`src/rtl/lattice_result_collector.sv`:
```
// Lattice result collector: gathers winning nonces from the last lattice stage
// into a small first-word-fall-through FIFO and keeps per-job statistics
// (rounds completed, dropped results, overflow and nonce-space exhaustion).
module lattice_result_collector #(
  parameter int LOG2_NUM_CORES = 1,
  parameter int NONCE_WIDTH    = 32,
  parameter int FIFO_DEPTH     = 4
) (
  input  logic                                   clk,
  input  logic                                   rst,
  input  logic                                   job_start,
  input  logic                                   in_valid,
  input  logic                                   in_success,
  input  logic [LOG2_NUM_CORES-1:0]              in_prefix,
  input  logic [NONCE_WIDTH-LOG2_NUM_CORES-1:0]  in_round,
  output logic                                   out_valid,
  input  logic                                   out_ready,
  output logic [NONCE_WIDTH-1:0]                 out_nonce,
  output logic [$clog2(FIFO_DEPTH):0]            fifo_count,
  output logic [31:0]                            rounds_done,
  output logic [7:0]                             drop_count,
  output logic                                   overflow,
  output logic                                   exhausted
);

  localparam int AW = $clog2(FIFO_DEPTH);
  localparam int CW = AW + 1;

  logic [NONCE_WIDTH-1:0] mem [FIFO_DEPTH];

  logic [AW-1:0] wr_ptr_q, wr_ptr_d;
  logic [AW-1:0] rd_ptr_q, rd_ptr_d;
  logic [CW-1:0] count_q,  count_d;
  logic [31:0]   rounds_q, rounds_d;
  logic [7:0]    drops_q,  drops_d;
  logic          ovf_q,    ovf_d;
  logic          exh_q,    exh_d;

  logic push_req, pop, full, push_ok, drop;

  // A new job wins over everything else arriving in the same cycle.
  assign push_req = in_valid && in_success && !job_start;
  assign pop      = out_valid && out_ready && !job_start;
  // Fullness comes from the count; equal pointers alone cannot tell full from empty.
  assign full     = (count_q == CW'(FIFO_DEPTH));
  // A simultaneous pop frees the slot the push needs, so a full FIFO still accepts.
  assign push_ok  = push_req && (!full || pop);
  assign drop     = push_req && full && !pop;

  assign out_valid   = (count_q != '0);
  // Empty (and therefore in reset) reads as zero instead of stale storage.
  assign out_nonce   = out_valid ? mem[rd_ptr_q] : '0;
  assign fifo_count  = count_q;
  assign rounds_done = rounds_q;
  assign drop_count  = drops_q;
  assign overflow    = ovf_q;
  assign exhausted   = exh_q;

  // Next-state for pointers, occupancy and job statistics.
  always_comb begin
    // NOTE: every target gets its hold value first so no path leaves it unassigned (no latch).
    wr_ptr_d = wr_ptr_q;
    rd_ptr_d = rd_ptr_q;
    count_d  = count_q;
    rounds_d = rounds_q;
    drops_d  = drops_q;
    ovf_d    = ovf_q;
    exh_d    = exh_q;
    if (job_start) begin
      wr_ptr_d = '0;
      rd_ptr_d = '0;
      count_d  = '0;
      rounds_d = '0;
      drops_d  = '0;
      ovf_d    = 1'b0;
      exh_d    = 1'b0;
    end else begin
      // Power-of-two depth lets the pointers wrap by natural overflow.
      if (push_ok) wr_ptr_d = wr_ptr_q + AW'(1);
      if (pop)     rd_ptr_d = rd_ptr_q + AW'(1);
      count_d = count_q + CW'(push_ok) - CW'(pop);
      if (drop) begin
        ovf_d = 1'b1;
        if (drops_q != 8'hFF) drops_d = drops_q + 8'd1;
      end
      if (in_valid) begin
        if (rounds_q != '1) rounds_d = rounds_q + 32'd1;
        if (&in_round)      exh_d    = 1'b1;
      end
    end
  end

  // Control and statistics registers with asynchronous reset.
  always_ff @(posedge clk or posedge rst) begin
    // NOTE: non-blocking assignments so every register samples the pre-edge values.
    if (rst) begin
      wr_ptr_q <= '0;
      rd_ptr_q <= '0;
      count_q  <= '0;
      rounds_q <= '0;
      drops_q  <= '0;
      ovf_q    <= 1'b0;
      exh_q    <= 1'b0;
    end else begin
      wr_ptr_q <= wr_ptr_d;
      rd_ptr_q <= rd_ptr_d;
      count_q  <= count_d;
      rounds_q <= rounds_d;
      drops_q  <= drops_d;
      ovf_q    <= ovf_d;
      exh_q    <= exh_d;
    end
  end

  // Result storage write port.
  always_ff @(posedge clk) begin
    // NOTE: storage is not reset; a zero count already hides any stale entries.
    if (push_ok) mem[wr_ptr_q] <= {in_round, in_prefix};
  end

endmodule

```
`config.mk`:
```
export PLATFORM = sky130hd
export DESIGN_NAME = lattice_result_collector
export DESIGN_NICKNAME = d
export VERILOG_FILES = /design/src/rtl/lattice_result_collector.sv
export SDC_FILE = /design/constraint.sdc
export NUM_CORES = 1
export LEC_CHECK = 0
export ABC_AREA = 1
export CAP_MARGIN = 20
export CELL_PAD_IN_SITES_DETAIL_PLACEMENT = 1
export CELL_PAD_IN_SITES_GLOBAL_PLACEMENT = 1
export CORE_MARGIN = 5
export CORE_UTILIZATION = 46
export CTS_BUF_LIST = sky130_fd_sc_hd__clkbuf_16
export DETAILED_ROUTE_END_ITERATION = 8
export PLACE_DENSITY = 0.82
export SLEW_MARGIN = 20
export SYNTH_ARGS = -nofsm -noshare
export SYNTH_HDL_FRONTEND = slang
export SYNTH_SLANG_ARGS = --single-unit
```
`constraint.sdc`:
```
create_clock -name clk -period 7.3 [get_ports clk]
set_input_delay 1.825 -clock clk [delete_from_list [all_inputs] [get_ports clk]]
set_output_delay 1.825 -clock clk [all_outputs]
set_load 0.01 [all_outputs]
```
==> flow_metrics.py <==
metrics = {
    "clock_tree": {
        "clkSinkCount": 177,
        "numCtsBuffers": 17,
        "cts_setup_buffers": 0,
        "cts_buffer_depth": 2,
        "cts-resized-gates": 0,
        "cts_htree_levels": 4,
        "root_buffer": "clkbuf_16",
        "hold_buffers": 0,
        "cts_tree": "built",
        "clk_latency_ps": 430,
        "cts.clk_slew.worst_paths_ps": 70,
    },
    "die": {
        "fp.dieW_um": 144,
        "io_pins": 116,
        "die_area_um2": 20800,
        "start_util_pct": 46.5,
        "rows": 49,
        "die_h_um": 144,
        "coreArea_um2": 17800,
    },
    "detailed_routing": {
        "vias": 6469,
        "drt-initial-drc-count": 246,
        "routed_wl_um": 21800,
        "routedWlPerCell_um": 17.9,
        "dr.pass1.iters": 4,
        "drc": 0,
        "vias_per_cell": 5.32,
        "ant_nets": 0,
    },
    "cells_and_area": {
        "stdcell_count": 1216,
        "nets": 1021,
        "area_delta_synth_final_pct": 23.2,
        "layout_commonest_cell": "nand2_1",
        "drive_gt1_share_pct": 9.22,
        "antenna_cells": 0,
        "mostFrequentLayoutCells": "nand2_1 (203), nor2_1 (186), edfxtp_1 (128)",
        "fillers": 1987,
        "multiInputGateArea_um2": 2910,
        "seq_area_um2": 5070,
    },
    "synthesis": {
        "ys_ff_latch": 177,
        "synth_top_cell_by_area": "edfxtp_1",
        "synth_cell_type_count": 37,
        "syn-cell-area_um2": 8300,
        "synth_cells": 862,
        "synth_area_leaders": "edfxtp_1 (46%), dfrtp_1 (15%), nand2_1 (9.2%)",
        "ys_async_sr_fraction_pct": 27.7,
        "syn_area_per_cell_um2": 9.62,
        "synth_enable_flop_cells": 128,
        "syn_nets": 909,
        "synth_ff_type": "edfxtp_1",
        "synth_top_cell_area_share_pct": 46.3,
        "yosysSeqAreaShare_pct": 61.1,
        "yosys_warnings": 0,
    },
    "global_routing": {
        "overflow": 0,
        "antenna_found_initial": 0,
        "grt_usage_pct": 21.8,
        "grt_pass1_wl_um": 35400,
        "grt_pass1_vias": 6957,
        "grt_max_degree": 66,
    },
    "sta": {
        "fin_skew_ps": 13.4,
        "tns_ps": 0,
        "hold_viol_final": 0,
        "fmax_ghz": 0.217,
        "max_slew_margin_pct": 33.5,
        "finalCriticalPeriod_ps": 4610,
        "worst_pin_slew_ps": 996,
        "fin_crit_sh_pct": 63.2,
        "setup_viol_count_final": 0,
        "rsz0062_at_grt": "no",
        "maxSlewViolCount": 0,
    },
    "critical_path": {
        "arrival_ps": 2790,
        "startpoint_type": "flop",
        "endpoint_kind": "output pin",
        "r2r_slack_ps": 4690,
        "worstSetupPathType": "flop to output pin",
        "rr_startpoint": "fifo_count[1]",
        "rr_worst_depth": 12,
        "r2r-end": "fifo_count[2]",
        "required_ps": 5480,
        "startpoint": "rd_ptr_q[1]",
        "cp-endpoint": "out_nonce[16]",
        "critPathMaxFanout": 33,
    },
    "placement": {
        "gp_congestion": 0.813,
        "dp.cells": 1184,
        "port_buffers": 115,
        "dpl.hpwl_um": 14300,
    },
    "power": {
        "p_leak_uw": 0.00390,
        "powerDensity_nw_per_um2": 260,
        "vdd_drop_max_v": 0.000178,
        "finalPower_uw": 2660,
    },
    "status": {
        "outcome": "completed",
    },
    "min_path": {
        "hold_depth": 2,
        "hold_start": "overflow",
        "hold_path_class": "flop to flop",
    },
    "flow_run": {
        "drv_cap": 0,
    },
}
metrics by stage:
stage | util, % | worst slack, ps | hold slack, ps | instance area (um2)
floorplan | - | 3160 | 516 | 8300
CTS | 57.3 | 2680 | 529 | 10200
detailed placement | 54.1 | 2550 | 518 | 9650
finish | 57.3 | 2690 | 523 | 10200
global placement | 54.1 | 2780 | 502 | 9650
global route | 57.3 | 2520 | 536 | 10200
power breakdown:
part | total, uW | switching, uW | internal, uW
Clock | 870 | 418 | 452
Sequential | 1130 | 17.7 | 1110
Combinational | 658 | 386 | 272
kinds of logic (layout without fill, tap and decap cells):
| kind of cell | after synthesis | count (layout) | share of synthesized area, % |
|---|---|---|---|
| simple gates | 461 | 461 | 23.7 |
| xor+xnor | 14 | 14 | 1.48 |
| compound gates | 127 | 127 | 8.33 |
| fa+ha+maj | 9 | 9 | 1.45 |
| flops | 177 | 177 | 61.1 |
| buf+inv | 74 | 199 | 3.92 |
flip-flops by register name, summed over array words and instances, names as in the netlist:
name and count:
overflow 1, rounds_done 32, fifo_count 3, wr_ptr_q 2, exhausted 1, drop_count 8
rd_ptr_q 2, mem 128
per-layer routing:
layer	part of all wire [%]	track usage [%]	vias up
li1	-	-	3075
met1	41	26.1	3235
met2	54	40.7	129
met3	3.1	3.17	30
met4	1.6	6.04	0
met5	0	0	-
cell usage after synthesis (4+ instances only):
| cell type | n |
|---|---|
| clkbuf_1 | 20 |
| ha_1 | 8 |
| o21bai_1 | 7 |
| nor2_2 | 5 |
| inv_1 | 39 |
| nand3_1 | 11 |
| nand2_2 | 12 |
| nand3b_1 | 13 |
| or2_2 | 4 |
| nor2_1 | 190 |
| a21oi_1 | 36 |
| edfxtp_1 | 128 |
| o21ai_2 | 10 |
| xor2_1 | 12 |
| nand2_1 | 203 |
| o21ai_0 | 72 |
| dfrtp_1 | 49 |
| nor2_4 | 4 |
| nand4_1 | 10 |
how the worst min path moves through the flow:
stage	endpoint	slack, ps
floorplan	wr_ptr_q[0]	520
global placement	overflow	500
detailed placement	overflow	520
CTS	overflow	530
global route	overflow	540
finish	overflow	520
critical path: stages (launching register included):
cell,delay (ps)
dfrtp_1,320
buf_4,370
clkinv_1,190
buf_4,310
nor2_1,150
o21ai_0,110
a21oi_1,300
clkdlybuf4s50_1,590
area by class of cell:
| cell class | instances | share of cell area [%] |
|---|---|---|
| clock buffer | 17 | 4.16 |
| timing repair buffer | 124 | 11.9 |
| tap | 229 | 2.80 |
| multi-input combinational | 611 | 28.5 |
| inverter | 43 | 1.60 |
| sequential | 177 | 49.6 |
| clock inverter | 15 | 1.40 |
No activity file was read; power rests on OpenSTA's default activity.
